==> config.mk <==
export PLATFORM = sky130hd
export DESIGN_NAME = wb_stage_exc_flat
export DESIGN_NICKNAME = d
export VERILOG_FILES = /design/src/rtl/wb_stage_exc_pkg.sv /design/src/rtl/wb_stage_exc_if.sv /design/src/rtl/wb_stage_exc_prio_enc.sv /design/src/rtl/wb_stage_exc.sv /design/src/flat_wrapper.sv
export SDC_FILE = /design/constraint.sdc
export NUM_CORES = 1
export LEC_CHECK = 0
export CAP_MARGIN = 30
export CELL_PAD_IN_SITES_DETAIL_PLACEMENT = 1
export CELL_PAD_IN_SITES_GLOBAL_PLACEMENT = 1
export CORE_MARGIN = 4
export CORE_UTILIZATION = 30
export CTS_CLUSTER_DIAMETER = 50
export DETAILED_ROUTE_END_ITERATION = 8
export GPL_TIMING_DRIVEN = 0
export PLACE_DENSITY_LB_ADDON = 0.1
export SLEW_MARGIN = 40
export SYNTH_ARGS = -nofsm -noshare
export SYNTH_HDL_FRONTEND = slang
export SYNTH_HIERARCHICAL = 1
export SYNTH_SLANG_ARGS = --single-unit
==> constraint.sdc <==
create_clock -name clk -period 2.9 [get_ports clk]
set_clock_uncertainty 0.2 [all_clocks]
set_input_delay 0.435 -clock clk [delete_from_list [all_inputs] [get_ports clk]]
set_output_delay 0.435 -clock clk [all_outputs]
set_load 0.05 [all_outputs]
==> src/rtl/wb_stage_exc_pkg.sv <==
// Shared definitions for the writeback stage: exception codes, vector bit
// positions and the stage state encoding.
package wb_stage_exc_pkg;

    localparam int unsigned EXC_W    = 6;
    localparam int unsigned ECODE_W  = 6;
    localparam int unsigned ESUB_W   = 9;

    // Bit positions inside the {ale, brk, sys, ine, adef, int} vector
    localparam int unsigned EXC_INT  = 0;
    localparam int unsigned EXC_ADEF = 1;
    localparam int unsigned EXC_INE  = 2;
    localparam int unsigned EXC_SYS  = 3;
    localparam int unsigned EXC_BRK  = 4;
    localparam int unsigned EXC_ALE  = 5;

    localparam logic [ECODE_W-1:0] ECODE_INT  = 6'h00;
    localparam logic [ECODE_W-1:0] ECODE_ADEF = 6'h08;
    localparam logic [ECODE_W-1:0] ECODE_ALE  = 6'h09;
    localparam logic [ECODE_W-1:0] ECODE_SYS  = 6'h0B;
    localparam logic [ECODE_W-1:0] ECODE_BRK  = 6'h0C;
    localparam logic [ECODE_W-1:0] ECODE_INE  = 6'h0D;

    typedef enum logic [1:0] {
        ST_RUN  = 2'd0,
        ST_WAIT = 2'd1,
        ST_HOLD = 2'd2
    } wb_state_e;

endpackage

==> src/rtl/wb_stage_exc_if.sv <==
// MEM -> WB handshake and payload bundle.
interface wb_stage_exc_if
    import wb_stage_exc_pkg::*;
#(
    parameter int unsigned DW = 32,
    parameter int unsigned RW = 5
);
    logic                ms_to_ws_valid;
    logic                ws_allowin;
    logic [DW-1:0]       ms_pc;
    logic [RW+DW:0]      ms_rf_collect;
    logic [EXC_W-1:0]    ms_exc_vec;
    logic                ms_ertn;
    logic [DW-1:0]       ms_badv;

    modport master (
        output ms_to_ws_valid, ms_pc, ms_rf_collect, ms_exc_vec, ms_ertn, ms_badv,
        input  ws_allowin
    );

    modport slave (
        input  ms_to_ws_valid, ms_pc, ms_rf_collect, ms_exc_vec, ms_ertn, ms_badv,
        output ws_allowin
    );
endinterface

==> src/rtl/wb_stage_exc_prio_enc.sv <==
// Fixed-priority exception encoder: INT > ADEF > INE > SYS > BRK > ALE.
module wb_stage_exc_prio_enc
    import wb_stage_exc_pkg::*;
(
    input  logic [EXC_W-1:0]   i_exc_vec,
    output logic               o_any,
    output logic [ECODE_W-1:0] o_ecode,
    output logic               o_is_adef,
    output logic               o_is_ale
);
    always_comb begin
        o_any     = |i_exc_vec;
        o_ecode   = ECODE_INT;
        o_is_adef = 1'b0;
        o_is_ale  = 1'b0;
        if (i_exc_vec[EXC_INT]) begin
            o_ecode = ECODE_INT;
        end else if (i_exc_vec[EXC_ADEF]) begin
            o_ecode   = ECODE_ADEF;
            o_is_adef = 1'b1;
        end else if (i_exc_vec[EXC_INE]) begin
            o_ecode = ECODE_INE;
        end else if (i_exc_vec[EXC_SYS]) begin
            o_ecode = ECODE_SYS;
        end else if (i_exc_vec[EXC_BRK]) begin
            o_ecode = ECODE_BRK;
        end else if (i_exc_vec[EXC_ALE]) begin
            o_ecode  = ECODE_ALE;
            o_is_ale = 1'b1;
        end
    end
endmodule

==> src/rtl/wb_stage_exc.sv <==
// Writeback stage: latches the MEM payload, commits the RF write, resolves
// exceptions/ertn against the CSR handshake and enforces a post-flush hold.
module wb_stage_exc
    import wb_stage_exc_pkg::*;
#(
    parameter int unsigned DW         = 32,
    parameter int unsigned RW         = 5,
    parameter int unsigned FLUSH_HOLD = 2
)(
    input  logic                clk,
    input  logic                reset,
    wb_stage_exc_if.slave       ms,
    input  logic                csr_ready,
    output logic [RW+DW:0]      ws_rf_collect,
    output logic                wb_ex,
    output logic                ertn_flush,
    output logic [ECODE_W-1:0]  wb_ecode,
    output logic [ESUB_W-1:0]   wb_esubcode,
    output logic [DW-1:0]       wb_pc,
    output logic [DW-1:0]       wb_vaddr,
    output logic                flush_busy,
    output logic [DW-1:0]       debug_wb_pc,
    output logic [3:0]          debug_wb_rf_we,
    output logic [RW-1:0]       debug_wb_rf_wnum,
    output logic [DW-1:0]       debug_wb_rf_wdata
);
    localparam int unsigned CNT_W     = (FLUSH_HOLD > 1) ? $clog2(FLUSH_HOLD) : 1;
    localparam int unsigned HOLD_LOAD = (FLUSH_HOLD > 0) ? FLUSH_HOLD - 1 : 0;

    logic               r_ws_valid;
    logic [DW-1:0]      r_pc;
    logic [DW-1:0]      r_badv;
    logic [RW+DW:0]     r_rf;
    logic [EXC_W-1:0]   r_exc;
    logic               r_ertn;
    wb_state_e          r_state;
    logic [CNT_W-1:0]   r_hold_cnt;

    logic               w_any;
    logic [ECODE_W-1:0] w_ecode;
    logic               w_is_adef;
    logic               w_is_ale;
    logic               w_has_evt;
    logic               w_ready_go;
    logic               w_allowin;
    logic               w_ex;
    logic               w_ertn;
    logic               w_flush;
    logic               w_rf_wen;
    logic               w_latch;

    wb_stage_exc_prio_enc u_prio (
        .i_exc_vec (r_exc),
        .o_any     (w_any),
        .o_ecode   (w_ecode),
        .o_is_adef (w_is_adef),
        .o_is_ale  (w_is_ale)
    );

    // Commit pulses are suppressed in a reset cycle so a pending WAIT never fires
    assign w_has_evt  = w_any | r_ertn;
    assign w_ready_go = ~w_has_evt | csr_ready;
    assign w_allowin  = (r_state != ST_HOLD) & (~r_ws_valid | w_ready_go);
    assign w_ex       = ~reset & r_ws_valid & w_any & csr_ready;
    assign w_ertn     = ~reset & r_ws_valid & r_ertn & ~w_any & csr_ready;
    assign w_flush    = w_ex | w_ertn;
    assign w_rf_wen   = r_ws_valid & ~w_any & ~r_ertn & r_rf[RW+DW];
    assign w_latch    = ms.ms_to_ws_valid & w_allowin & ~w_flush;

    // Payload registers; an incoming instruction is dropped in a flush cycle
    always_ff @(posedge clk) begin
        if (reset) begin
            r_ws_valid <= 1'b0;
            r_pc       <= '0;
            r_badv     <= '0;
            r_rf       <= '0;
            r_exc      <= '0;
            r_ertn     <= 1'b0;
        end else begin
            if (w_flush) begin
                r_ws_valid <= 1'b0;
            end else if (w_allowin) begin
                r_ws_valid <= ms.ms_to_ws_valid;
            end
            if (w_latch) begin
                r_pc   <= ms.ms_pc;
                r_badv <= ms.ms_badv;
                r_rf   <= ms.ms_rf_collect;
                r_exc  <= ms.ms_exc_vec;
                r_ertn <= ms.ms_ertn;
            end
        end
    end

    // Flush FSM with post-flush hold counter
    always_ff @(posedge clk) begin
        if (reset) begin
            r_state    <= ST_RUN;
            r_hold_cnt <= '0;
        end else begin
            case (r_state)
                ST_RUN, ST_WAIT: begin
                    if (r_ws_valid & w_has_evt) begin
                        if (csr_ready) begin
                            if (FLUSH_HOLD == 0) begin
                                r_state <= ST_RUN;
                            end else begin
                                r_state    <= ST_HOLD;
                                r_hold_cnt <= CNT_W'(HOLD_LOAD);
                            end
                        end else begin
                            r_state <= ST_WAIT;
                        end
                    end
                end
                ST_HOLD: begin
                    if (r_hold_cnt == '0) begin
                        r_state <= ST_RUN;
                    end else begin
                        r_hold_cnt <= r_hold_cnt - CNT_W'(1);
                    end
                end
                default: begin
                    r_state    <= ST_RUN;
                    r_hold_cnt <= '0;
                end
            endcase
        end
    end

    assign ms.ws_allowin     = w_allowin;
    assign wb_ex             = w_ex;
    assign ertn_flush        = w_ertn;
    assign wb_ecode          = r_ws_valid ? w_ecode : '0;
    assign wb_esubcode       = '0;
    assign wb_pc             = r_ws_valid ? r_pc : '0;
    assign wb_vaddr          = ~r_ws_valid ? '0 :
                               w_is_adef   ? r_pc :
                               w_is_ale    ? r_badv : '0;
    assign flush_busy        = (r_state == ST_HOLD);
    assign ws_rf_collect     = {w_rf_wen, r_rf[RW+DW-1:0]};
    assign debug_wb_pc       = r_ws_valid ? r_pc : '0;
    assign debug_wb_rf_we    = {4{w_rf_wen}};
    assign debug_wb_rf_wnum  = r_rf[RW+DW-1:DW];
    assign debug_wb_rf_wdata = r_rf[DW-1:0];

endmodule

==> src/flat_wrapper.sv <==
// flat-port wrapper written by rule: the top's interface ports become plain ports
module wb_stage_exc_flat import wb_stage_exc_pkg::*;
#(
    parameter int unsigned DW         = 32,
    parameter int unsigned RW         = 5,
    parameter int unsigned FLUSH_HOLD = 2
)
  (clk, reset, csr_ready, ws_rf_collect, wb_ex, ertn_flush, wb_ecode, wb_esubcode, wb_pc, wb_vaddr, flush_busy, debug_wb_pc, debug_wb_rf_we, debug_wb_rf_wnum, debug_wb_rf_wdata, ms_ms_to_ws_valid, ms_ms_pc, ms_ms_rf_collect, ms_ms_exc_vec, ms_ms_ertn, ms_ms_badv, ms_ws_allowin);
  wb_stage_exc_if #(.DW(DW), .RW(RW)) ms_i ();
  input  logic clk;
  input  logic reset;
  input  logic csr_ready;
  output logic [RW+DW:0] ws_rf_collect;
  output logic wb_ex;
  output logic ertn_flush;
  output logic [ECODE_W-1:0] wb_ecode;
  output logic [ESUB_W-1:0] wb_esubcode;
  output logic [DW-1:0] wb_pc;
  output logic [DW-1:0] wb_vaddr;
  output logic flush_busy;
  output logic [DW-1:0] debug_wb_pc;
  output logic [3:0] debug_wb_rf_we;
  output logic [RW-1:0] debug_wb_rf_wnum;
  output logic [DW-1:0] debug_wb_rf_wdata;
  input wire logic [$bits(ms_i.ms_to_ws_valid)-1:0] ms_ms_to_ws_valid;
  input wire logic [$bits(ms_i.ms_pc)-1:0] ms_ms_pc;
  input wire logic [$bits(ms_i.ms_rf_collect)-1:0] ms_ms_rf_collect;
  input wire logic [$bits(ms_i.ms_exc_vec)-1:0] ms_ms_exc_vec;
  input wire logic [$bits(ms_i.ms_ertn)-1:0] ms_ms_ertn;
  input wire logic [$bits(ms_i.ms_badv)-1:0] ms_ms_badv;
  output wire logic [$bits(ms_i.ws_allowin)-1:0] ms_ws_allowin;
  assign ms_i.ms_to_ws_valid = ms_ms_to_ws_valid;
  assign ms_i.ms_pc = ms_ms_pc;
  assign ms_i.ms_rf_collect = ms_ms_rf_collect;
  assign ms_i.ms_exc_vec = ms_ms_exc_vec;
  assign ms_i.ms_ertn = ms_ms_ertn;
  assign ms_i.ms_badv = ms_ms_badv;
  assign ms_ws_allowin = ms_i.ws_allowin;
  wb_stage_exc #(.DW(DW), .RW(RW), .FLUSH_HOLD(FLUSH_HOLD)) u_core (.clk(clk), .reset(reset), .ms(ms_i), .csr_ready(csr_ready), .ws_rf_collect(ws_rf_collect), .wb_ex(wb_ex), .ertn_flush(ertn_flush), .wb_ecode(wb_ecode), .wb_esubcode(wb_esubcode), .wb_pc(wb_pc), .wb_vaddr(wb_vaddr), .flush_busy(flush_busy), .debug_wb_pc(debug_wb_pc), .debug_wb_rf_we(debug_wb_rf_we), .debug_wb_rf_wnum(debug_wb_rf_wnum), .debug_wb_rf_wdata(debug_wb_rf_wdata));
endmodule
==> results of run 1 <==
layout make-up:
cell class	instances	area (um2)	area share (%)
plain buffers	177	1230	11.2
clock buffers	22	474	4.31
clock inverters	9	179	1.62
inverters	3	11.3	0.102
multi-input cells	536	3570	32.5
flip-flops and latches	113	2270	20.6
well taps	285	357	3.24
repair buffers	295	2920	26.5
synth_stat cells, types with 2 or more instances:
cell type,number
nor4b_1,2
buf_6,2
nor3_1,4
inv_1,3
nand2b_1,218
and2_1,70
o21ai_0,32
nor2b_1,4
nand2_1,65
conb_1,2
clkbuf_1,41
and3_1,2
buf_4,132
nor2_1,7
dfxtp_1,113
mux2i_1,109
per-layer routing:
layer | up-vias | part of all wire [%]
met5 | - | 0
met4 | 0 | 0.83
met3 | 15 | 6.0
met2 | 196 | 49
met1 | 2873 | 44
li1 | 3112 | -
worst min path at each step:
stage | end | slack (ns)
floorplan | u_core/r_rf[37] | 0.24
global placement | u_core/r_badv[12] | 0.26
detailed placement | u_core/r_badv[2] | 0.27
CTS | u_core/r_badv[2] | 0.28
global route | u_core/r_badv[1] | 0.30
finish | u_core/r_rf[37] | 0.27
sequential cells by signal, summed over array words and instances, names as in the netlist:
register           count
u_core/r_badv         32
u_core/r_ertn          1
u_core/r_exc           6
u_core/r_hold_cnt      1
u_core/r_pc           32
u_core/r_rf           38
u_core/r_state         2
u_core/r_ws_valid      1
power groups by stage:
stage / sequential (mW) / clock (mW) / combinational, mW
after floorplan: 1.78 / 0 / 1.07
after global placement: 1.82 / 0 / 1.58
after detailed placement: 1.82 / 0 / 1.59
after CTS: 1.79 / 2.40 / 1.59
after global routing: 1.81 / 2.48 / 1.68
final: 1.79 / 2.34 / 1.58
timing repair:
item	4_1_cts	5_1_grt
hold buffers	0	0
gates resized for setup	298	79
endpoints found under the setup margin	108	56
pin swaps	0	2
buffers inserted	0	1
worst max-delay path, cell delays in order, from the launching register on:
cell and delay (ns):
dfxtp_4 0.36, nor4_4 0.35, and3_4 0.33, clkbuf_8 0.19
nand2_1 0.06, o21ai_0 0.13, and2_1 0.19, buf_6 0.17
kinds of logic (layout without fill, tap and decap cells):
| logic type | after synthesis | in the layout |
|---|---|---|
| AO/OA/AOI/OAI | 39 | 39 |
| buffers and inverters | 180 | 506 |
| flip-flops | 113 | 113 |
| multiplexers | 109 | 109 |
| other | 2 | 11 |
| AND/OR/NAND/NOR | 377 | 377 |
through the flow:
step	instance area, um2	total power [mW]	hold slack (ns)
CTS	10800	5.78	0.278
detailed placement	10300	3.41	0.265
finish	11000	5.71	0.273
floorplan	7000	2.85	0.244
global placement	10300	3.39	0.260
global route	11000	5.97	0.299
==> results.toml, run 1 <==
[global_route]
globalRoute.totalOverflow = 0
grtUsageMet2_pct = 32.0
antenna_found_initial = 0
grt_pass1_wl_um = 37100
grt_pass1_vias = 6659
grt_use_total_pct = 18.3
gr-max-usage-layer = "met2"
use_met3_pct = 5.93
globalRouteMet1Util_pct = 21.8
grt_max_degree = 17

[routing]
drc = 0
drt_wl_total_um = 23800
vias = 6196
drt-initial-drc-count = 159
firstDrtPassIters = 4
wire_per_inst_um = 16.6
drtAntennaViolNets = 0
viasPerCell = 4.30

[synth]
synth-simple-area-share_pct = 31.5
async_reset_ff_share_pct = 0
synth_ff_type = "dfxtp_1"
netlist_instances = 820
synth_edf_count = 0
synth_area_per_cell_um2 = 8.49
synth_compound_area_share_pct = 3.02
netlist_top_cells_area = "dfxtp_1 (32%), nand2b_1 (20%), mux2i_1 (16%)"
syn_area_um2 = 6960
synth_top_area_cell = "dfxtp_1"
yosys.area.top_type_share_pct = 32.5
synth-seq-cells = 113
synth_xor_xnor_area_share_pct = 0
ys_warn_count = 6
ys_seq_area_share_pct = 32.5
synthMuxAreaShare_pct = 15.7
synth_top_family_by_area = "simple AND/OR/NAND/NOR gates"
synth_cell_types = 30
synth_fa_ha_area_share_pct = 0

[die]
num_rows = 55
die_y_um = 160
initial_core_util_pct = 30.7
die_w_um = 160
dieArea_um2 = 25700
core-area_um2 = 22700
ioPinCount = 307

[cells_and_area]
final_common_cell = "nand2b_1"
final_cell_mix = "nand2b_1 (218), clkdlybuf4s50_1 (186), buf_4 (134)"
drive_gt1_share_pct = 20.0
num_antenna_cells = 0
area_growth_pct = 58.2
fill_cells = 2681
stdcell_count = 1440
post-route-util_pct = 48.5
fin_nets = 1256

[power_and_ir_drop]
p_seq_share_pct = 31.4
p_leak_nw = 5.13
power_frac_comb_pct = 27.7
switching_share_pct = 30.5
power.share.clock_pct = 41.0
p_per_area_nw_per_um2 = 518
irDropWorstVdd_v = 0.000238
p_int_mw = 3.97
p_sw_mw = 1.74

[worst_setup_path]
crit_arrival_ns = 2.22
reg2regPathDepth = 9
endpoint = "wb_vaddr[3]"
worst_r2r_startpoint = "u_core/r_exc[1]"
required_ns = 2.27
crit_path_end_kind = "primary output"
cp-startpoint = "u_core/r_exc[1]"
startpoint_type = "flop"
critical_path_class = "flop to primary output"
ff2ff_setup_slack_ns = 0.37
worstPathMaxFanout = 10
rr_endpoint = "u_core/r_badv[4]"

[hold_path]
hold_path_class = "flop to flop"
min-delay-start = "u_core/r_rf[37]"
hold_depth = 2

[timing]
rsz0062_at_grt = "yes"
post-route-period-util_pct = 98.3
slew_headroom_pct = 54.8
worstMarginPinSlew_ns = 0.678
slew_violations = 0
setup_tns_ns = 0
hold_viol = 0
setup_viol = 0
layout_min_cycle_time_ns = 2.85
worst_slack_ns = 0.0496
max_freq_mhz = 351

[clock_network]
h-tree-depth = 4
insertion_delay_ns = 0.42
numClockSinks = 113
cts_buffers = 17
clk_path_buf_depth = 2
clk_root_buffer_cell = "clkbuf_16"
path_clk_slew_ns = 0.06
cts_tree = "built"

[placed_design]
gp_congestion = 0.742
pre_cts_slack_ns = -0.631
dp.cells = 1408
portBuffers = 294
dp_hpwl_um = 18300

[status]
outcome = "finished clean"

[job]
maxCapViolations = 0
No activity file was read; power rests on OpenSTA's default activity.
==> run 2: changes to the inputs <==
SYNTH_HIERARCHICAL = default   (was 1)
==> results.toml, run 2 <==
[status]
outcome = "finished clean"

[worst_setup_path]
crit_path_end_kind = "primary output"
cp_cell_sequence = "or4_4, or4_4, a31oi_1, buf_4"
startpoint_type = "flop"
cpMaxStageDelayCell = "or4_4"
ff2ff_setup_slack_ns = 0.27
worstPathMaxFanout = 6
required_ns = 2.27
crit_arrival_ns = 2.21
crit_top_cell = "or4_4"
critical_path_class = "flop to primary output"
critical-path-max-stage-delay_ns = 0.55
worst-path-buf-inv = 1
path_delay_family = "simple AND/OR/NAND/NOR gates"

[timing]
setup_tns_ns = 0
worstMarginPinSlew_ns = 0.713
layout_min_cycle_time_ns = 2.84
post-route-period-util_pct = 98.0
setup_viol = 0
max_freq_mhz = 352
hold_viol = 0
rsz0062_at_grt = "no"
slew_violations = 0
slew_headroom_pct = 52.5

[power_and_ir_drop]
power.share.clock_pct = 35.0
irDropWorstVdd_v = 0.000277
switching_share_pct = 31.9
p_seq_share_pct = 34.6
p_per_area_nw_per_um2 = 504
p_sw_mw = 1.66
p_leak_nw = 4.65
power_frac_comb_pct = 30.4
p_int_mw = 3.54

[die]
initial_core_util_pct = 30.9
num_rows = 53
core-area_um2 = 21300
die_w_um = 156
dieArea_um2 = 24300
die_y_um = 156
ioPinCount = 307

[clock_network]
h-tree-depth = 4
insertion_delay_ns = 0.41
cts_tree = "built"
clk_root_buffer_cell = "clkbuf_16"
path_clk_slew_ns = 0.05
numClockSinks = 113
cts_buffers = 17
clk_path_buf_depth = 2

[synth]
synth-seq-cells = 113
synth_top_area_cell = "dfxtp_1"
yosys.area.top_type_share_pct = 34.4
netlist_top_cells_area = "dfxtp_1 (34%), nand2b_1 (21%), mux2i_1 (17%)"
synthTopCellsByCount = "nand2b_1 (220), buf_4 (132), dfxtp_1 (113)"
synth_area_per_cell_um2 = 9.26
synth_ff_type = "dfxtp_1"
netlist_instances = 710
ys_warn_count = 0
synth_edf_count = 0
syn_area_um2 = 6570
synth_most_common_cell = "nand2b_1"
ys_seq_area_share_pct = 34.4
synth_cell_types = 28
async_reset_ff_share_pct = 0

[routing]
drtAntennaViolNets = 0
drc = 0
firstDrtPassIters = 4
drt_wl_total_um = 22000
drt-initial-drc-count = 183
vias = 5712
viasPerCell = 4.34
wire_per_inst_um = 16.7

[global_route]
grt_max_degree = 17
use_met3_pct = 6.13
globalRoute.totalOverflow = 0
grtUsageMet2_pct = 30.3
gr-max-usage-layer = "met2"
grt_use_total_pct = 18.1
grt_pass1_wl_um = 34500
globalRouteMet1Util_pct = 22.0
grt_pass1_vias = 6168
antenna_found_initial = 0

[cells_and_area]
multi_input_area_um2 = 3200
area_growth_pct = 57.2
fill_cells = 2444
final_cell_mix = "nand2b_1 (220), clkdlybuf4s50_1 (205), buf_4 (151)"
fin_nets = 1148
drive_gt1_share_pct = 22.0
largest_reg_flops = 38
num_antenna_cells = 0
regMostFlops = "u_core.r_rf"
final_common_cell = "nand2b_1"
post-route-util_pct = 48.6
seqCellArea_um2 = 2260
reg.largest.list = "u_core.r_rf x38, u_core.r_badv x32, u_core.r_pc x32"

[placed_design]
portBuffers = 294
gp_congestion = 0.760
dp_hpwl_um = 17100

[hold_path]
hold_path_class = "flop to flop"

[job]
maxCapViolations = 0
[run 2: cell types whose count changed after synthesis, sizes merged, moves of 3 or more]
cell and change:
a22o +32, and2 -38, clkbuf -5, nand2 -63
nor2b -3, o21ai -32
[run 2: cell type report]
type / count / share of cell area, %
Clock inverter: 1 / 0.0484
Timing Repair Buffer: 296 / 27.4
Inverter: 2 / 0.0726
Tap cell: 275 / 3.33
Clock buffer: 25 / 4.79
Sequential cell: 113 / 21.9
Multi-Input combinational cell: 435 / 31.0
Buffer: 170 / 11.4
[run 2: cells by family after synthesis]
logic type	synth area share [%]
buffers and inverters	17.8
DFF	34.4
AOI/OAI and AO/OA	5.14
and+or+nand+nor	26.0
other	0.0570
muxes	16.6
[run 2: power groups by stage]
stage | clock, mW | combinational, mW | sequential (mW)
final | 1.82 | 1.58 | 1.80
after global routing | 1.95 | 1.68 | 1.82
after CTS | 1.87 | 1.60 | 1.80
after detailed placement | 0 | 1.61 | 1.83
after global placement | 0 | 1.59 | 1.83
after floorplan | 0 | 1.09 | 1.79
[run 2: path summary, 6_finish.rpt]
kind,start,end,cells past startpoint
hold / removal,u_core.r_rf[37],u_core.r_rf[37],2
setup / recovery,u_core.r_exc[2],ms_ws_allowin,4
setup reg to reg,u_core.r_exc[2],u_core.r_badv[10],7
hold reg to reg,u_core.r_rf[37],u_core.r_rf[37],2
[run 2: through the flow]
step	worst slack (ns)	area, um2	hold WS, ns	power [mW]	instances
floorplan	0.122	6610	0.238	2.88	720
global placement	-1.31	9900	0.249	3.42	1289
detailed placement	-0.898	9900	0.262	3.44	1289
CTS	0.00355	10300	0.275	5.28	1317
global route	0.000765	10300	0.284	5.45	1317
finish	0.0589	10300	0.272	5.21	1317
[run 2: worst min-delay path, cell delays in order, from the launching register on]
cell and delay (ns):
dfxtp_1 0.30, nand2b_1 0.06, mux2i_1 0.06
[run 2: routing by layer]
layer / up-vias / part of all wire [%]
li1: 2833 / -
met1: 2641 / 43
met2: 211 / 48
met3: 27 / 7.8
met4: 0 / 1.7
met5: - / 0
[run 2: what timing repair did]
| action | CTS | global route |
|---|---|---|
| pin swaps | 1 | 0 |
| setup endpoints to repair | 108 | 73 |
| setup buffers | 2 | 0 |
| hold buffers | 0 | 0 |
| gates resized for setup | 282 | 56 |
